===== src/rtl/vga_box_renderer.sv =====
// Bouncing-box overlay for an 800x525 VGA raster: moves a square once per frame
// during vertical blanking and paints it over a flat background with 1-clk latency.
module vga_box_renderer #(
  parameter int          BOX_SIZE  = 32,
  parameter int          SPEED     = 2,
  parameter int          INIT_X    = 100,
  parameter int          INIT_Y    = 50,
  parameter logic [11:0] BOX_COLOR = 12'hF00,
  parameter logic [11:0] BG_COLOR  = 12'h00F
) (
  input  logic        clk,
  input  logic        reset,
  input  logic        p_tick,
  input  logic        video_on,
  input  logic        hsync_in,
  input  logic        vsync_in,
  input  logic [9:0]  x,
  input  logic [9:0]  y,
  input  logic        pause,
  output logic [11:0] rgb,
  output logic        hsync,
  output logic        vsync,
  output logic        frame_tick,
  output logic [9:0]  box_x,
  output logic [9:0]  box_y
);

  localparam logic [10:0] XMAX    = 11'(640 - BOX_SIZE);
  localparam logic [10:0] YMAX    = 11'(480 - BOX_SIZE);
  localparam logic [10:0] SPEED11 = 11'(SPEED);
  localparam logic [10:0] SIZE11  = 11'(BOX_SIZE);

  typedef enum logic {RUN, PAUSED} state_e;

  typedef struct packed {
    logic [9:0] pos;
    logic       dir;
  } axis_t;

  state_e      state_q, state_d;
  logic [9:0]  boxX_q, boxY_q;
  logic        dx_q, dy_q;
  logic [11:0] rgb_q, rgb_d;
  logic        hsync_q, vsync_q, frameTick_q;
  logic        strobe, inBox;
  axis_t       xNext, yNext;

  // One axis of motion; all arithmetic is 11 bits wide so pos+SPEED cannot wrap.
  function automatic axis_t stepAxis(input logic [9:0] pos, input logic dir,
                                     input logic [10:0] lim);
    axis_t       r;
    logic [10:0] p, up, down;
    p    = {1'b0, pos};
    up   = p + SPEED11;
    down = p - SPEED11;
    r.pos = pos;
    r.dir = dir;
    if (dir) begin
      if (up >= lim) begin
        r.pos = lim[9:0];
        r.dir = 1'b0;
      end else begin
        r.pos = up[9:0];
      end
    end else begin
      if (p <= SPEED11) begin
        r.pos = 10'd0;
        r.dir = 1'b1;
      end else begin
        r.pos = down[9:0];
      end
    end
    return r;
  endfunction

  assign strobe = p_tick && (x == 10'd0) && (y == 10'd480);

  always_comb begin
    state_d = state_q;
    if (strobe) begin
      state_d = pause ? PAUSED : RUN;
    end
    xNext = stepAxis(boxX_q, dx_q, XMAX);
    yNext = stepAxis(boxY_q, dy_q, YMAX);
  end

  // Box hit test against the position registers of this very cycle.
  always_comb begin
    logic [10:0] px, py, bx, by;
    px    = {1'b0, x};
    py    = {1'b0, y};
    bx    = {1'b0, boxX_q};
    by    = {1'b0, boxY_q};
    inBox = (px >= bx) && (px < bx + SIZE11) && (py >= by) && (py < by + SIZE11);
    rgb_d = 12'h000;
    if (video_on) begin
      rgb_d = inBox ? BOX_COLOR : BG_COLOR;
    end
  end

  // The pause decision taken at the strobe already applies to that same update.
  always_ff @(posedge clk) begin
    if (reset) begin
      state_q     <= RUN;
      boxX_q      <= 10'(INIT_X);
      boxY_q      <= 10'(INIT_Y);
      dx_q        <= 1'b1;
      dy_q        <= 1'b1;
      rgb_q       <= 12'h000;
      hsync_q     <= 1'b0;
      vsync_q     <= 1'b0;
      frameTick_q <= 1'b0;
    end else begin
      state_q     <= state_d;
      frameTick_q <= strobe;
      if (strobe && state_d == RUN) begin
        boxX_q <= xNext.pos;
        dx_q   <= xNext.dir;
        boxY_q <= yNext.pos;
        dy_q   <= yNext.dir;
      end
      rgb_q   <= rgb_d;
      hsync_q <= hsync_in;
      vsync_q <= vsync_in;
    end
  end

  assign rgb        = rgb_q;
  assign hsync      = hsync_q;
  assign vsync      = vsync_q;
  assign frame_tick = frameTick_q;
  assign box_x      = boxX_q;
  assign box_y      = boxY_q;

endmodule


===== config.mk =====
export PLATFORM = sky130hd
export DESIGN_NAME = vga_box_renderer
export DESIGN_NICKNAME = d
export VERILOG_FILES = /design/src/rtl/vga_box_renderer.sv
export SDC_FILE = /design/constraint.sdc
export NUM_CORES = 1
export LEC_CHECK = 0
export CAP_MARGIN = 15
export CELL_PAD_IN_SITES_DETAIL_PLACEMENT = 0
export CELL_PAD_IN_SITES_GLOBAL_PLACEMENT = 1
export CORE_ASPECT_RATIO = 0.5
export CORE_MARGIN = 1
export CORE_UTILIZATION = 41
export CTS_BUF_LIST = sky130_fd_sc_hd__clkbuf_8
export CTS_CLUSTER_SIZE = 40
export DETAILED_ROUTE_END_ITERATION = 10
export PLACE_DENSITY_LB_ADDON = 0.15
export SYNTH_ARGS = -nofsm -noshare
export SYNTH_HDL_FRONTEND = slang
export SYNTH_SLANG_ARGS = --single-unit

===== constraint.sdc =====
create_clock -name clk -period 3.8 [get_ports clk]
set_input_delay 0.76 -clock clk [delete_from_list [all_inputs] [get_ports clk]]
set_output_delay 0.76 -clock clk [all_outputs]
set_load 0.03 [all_outputs]

==> flow_summary.json <==
{
  "design.core.area_um2": 6356,
  "gp_congestion": 0.8630,
  "synth-async-reset-ratio_pct": 0,
  "ys.flop_type": "dfxtp_1",
  "synth_top_area_share_pct": 17.74,
  "whs_ns": 0.5879,
  "fp-row-count": 20,
  "slew_violations": 0,
  "grt_pass1_vias": 2616,
  "syn2layout_area_growth_pct": 18.45,
  "clock_path_buffers": 2,
  "worstPathCellList": "clkdlybuf4s50_1 -> or4_1 -> or2_2 -> or3_1 -> nor2_8 -> o21ai_0 -> a221o_1 -> o31a_1",
  "postCtsResizedCells": 0,
  "grt_first_pass_wirelength_mm": 13.14,
  "numCtsBuffers": 3,
  "relSlewSlack_pct": 55.51,
  "syn_area_um2": 2821,
  "start_kind": "input port",
  "syn-instance-count": 365,
  "ys_types": 68,
  "fin_nets": 465,
  "ir_worst_vdd_mv": 0.1335,
  "cts_root_buf": "clkbuf_8",
  "initial_core_util_pct": 44.39,
  "drtPass1Iterations": 4,
  "finalCriticalPeriod_ns": 3.161,
  "ys_warn_count": 0,
  "grt_max_degree": 22,
  "clock-sinks": 25,
  "max_freq_mhz": 316.3,
  "avgSynthCellArea_um2": 7.730,
  "antenna_cells": 0,
  "r2r_slack_ns": 0.87,
  "num_io_pins": 62,
  "ant_nets": 0,
  "gr-total-overflow": 0,
  "die-area_um2": 7238,
  "ys_top_cells_by_area": "dfxtp_1 (18%), ha_1 (17%), o21ai_0 (4.6%)",
  "fin_crit_sh_pct": 83.19,
  "status": "finished, final reports clean",
  "crit_family": "simple AND/OR/NAND/NOR gates",
  "viasPerCell": 5.772,
  "tightest_slew_ns": 0.6505,
  "power-per-cell-area_nw_per_um2": 185.9,
  "p_leak_nw": 1.268,
  "path_max_fanout": 19,
  "die_w_um": 119.3,
  "rsz0062_at_grt": "no",
  "finalHoldViolCount": 0,
  "antenna_found_initial": 0,
  "crit_required_ns": 3.97,
  "dpl.hpwl_mm": 6.126,
  "wire_per_inst_um": 16.19,
  "synth_top_area_cell": "dfxtp_1",
  "drtIter0Drc": 163,
  "cts_setup_buffers": 0,
  "synth_edf_count": 0,
  "n_fill_cell": 638,
  "cpPeakStageDelay_ns": 0.57,
  "clock_latency_ns": 0.28,
  "numPortBuffers": 55,
  "clock-skew-final_ns": 0.002486,
  "criticalPathCategory": "input port to register",
  "min_path_type": "register to register",
  "htreeDepth": 1,
  "routed_wl_mm": 7.886,
  "die_y_um": 60.66,
  "setup_tns_ns": 0,
  "clk_pin_slew_ns": 0.09,
  "setup_violations": 0,
  "end_kind": "register",
  "drcViolationCount": 0,
  "cp_data_arrival_time_ns": 3.33,
  "ys_ff_latch": 25,
  "track_usage_pct": 23.19,
  "cpMaxStageDelayCell": "or4_1",
  "crit_buf_inv": 1,
  "maxCapViolCount": 0,
  "yosysSeqAreaShare_pct": 17.74,
  "drive_gt1_share_pct": 4.762,
  "cts_hold_buf": 0,
  "vias": 2811,
  "tritoncts": "built"
}
## power by group
group,total [W],leakage [nW],switching [W],internal (W)
clock,0.000166,0.0269,0.0000929,0.0000728
combinational,0.000173,1.04,0.0000917,0.0000816
sequential,0.000282,0.203,0.0000146,0.000267
total,0.000621,1.27,0.000199,0.000422
## metrics by stage
| step | worst slack (ns) | utilization (%) | instances | cell area, µm² | power (W) |
|---|---|---|---|---|---|
| floorplan | 1.027 | - | 370 | 2840 | 0.0003938 |
| global placement | 0.3885 | 51.87 | 483 | 3297 | 0.0004567 |
| detailed placement | 0.3478 | 51.87 | 483 | 3297 | 0.0004611 |
| CTS | 0.6458 | 52.58 | 487 | 3342 | 0.0006264 |
| global route | 0.5287 | 52.58 | 487 | 3342 | 0.0006565 |
| finish | 0.6389 | 52.58 | 487 | 3342 | 0.0006211 |
## cells in the final DEF (no fill, tap or decap), types with 4 or more instances in the layout
cell and count:
a211o_1 4, a21o_1 4, a21oi_1 20, a31oi_1 4, and3_1 7, clkdlybuf4s50_1 55
conb_1 6, dfxtp_1 25, ha_1 38, inv_1 28, nand2_1 22, nand2b_1 5
nand3_1 17, nand4_1 5, nor2_1 23, nor3_1 16, nor4_1 4, o211ai_1 7
o21ai_0 26, o31ai_1 6, xnor2_1 9
## metal layers
layer / GRT usage [%] / wire (µm) / vias up
met5: 0 / 0 / -
met4: 1.786 / 8 / 0
met3: 4.417 / 418 / 2
met2: 40.28 / 3619 / 81
met1: 31.73 / 3840 / 1323
li1: - / - / 1405
## final timing paths
check,from,endpoint,depth (start not counted)
max,x[5],box_x[6],8
min,box_x[1],box_x[1],2
max reg2reg,box_y[5],rgb[3],9
min reg2reg,box_x[1],box_x[1],2
## worst min-delay path, stage by stage (launching register included)
cell,delay (ns)
dfxtp_1,0.40
nand2_1,0.09
a21oi_1,0.05
## layout make-up
class	count	area [µm²]	area share (%)
clock buffer	3	41.29	1.235
clock inverter	1	3.754	0.1123
inverter	28	105.1	3.145
multi-input combinational	285	2016	60.31
sequential	25	500.5	14.98
tap	88	110.1	3.295
timing repair buffer	57	565.5	16.92
## registers in the layout, indices dropped and copies added (netlist names)
name	count
rgb	2
hsync	1
box_x	9
dy_q	1
dx_q	1
vsync	1
box_y	9
frame_tick	1
## cell families after synthesis
logic type | count (synthesis) | share of synthesized area (%)
AOI/OAI and AO/OA | 104 | 25.99
xor gates and xnor gates | 9 | 2.794
adders and majority gates | 38 | 16.85
buffers and inverters | 60 | 11.49
DFF | 25 | 17.74
other | 1 | 0.1329
and+or+nand+nor | 128 | 25.01
## synthesized netlist by cell type, drive strengths merged (7+ instances only)
cell / n
a21oi: 20
and3: 7
buf: 18
clkbuf: 14
dfxtp: 25
ha: 38
inv: 27
nand2: 22
nand3: 17
nor2: 25
nor3: 16
o211ai: 7
o21ai: 27
xnor2: 9
Power figures use the tool's default switching activity.
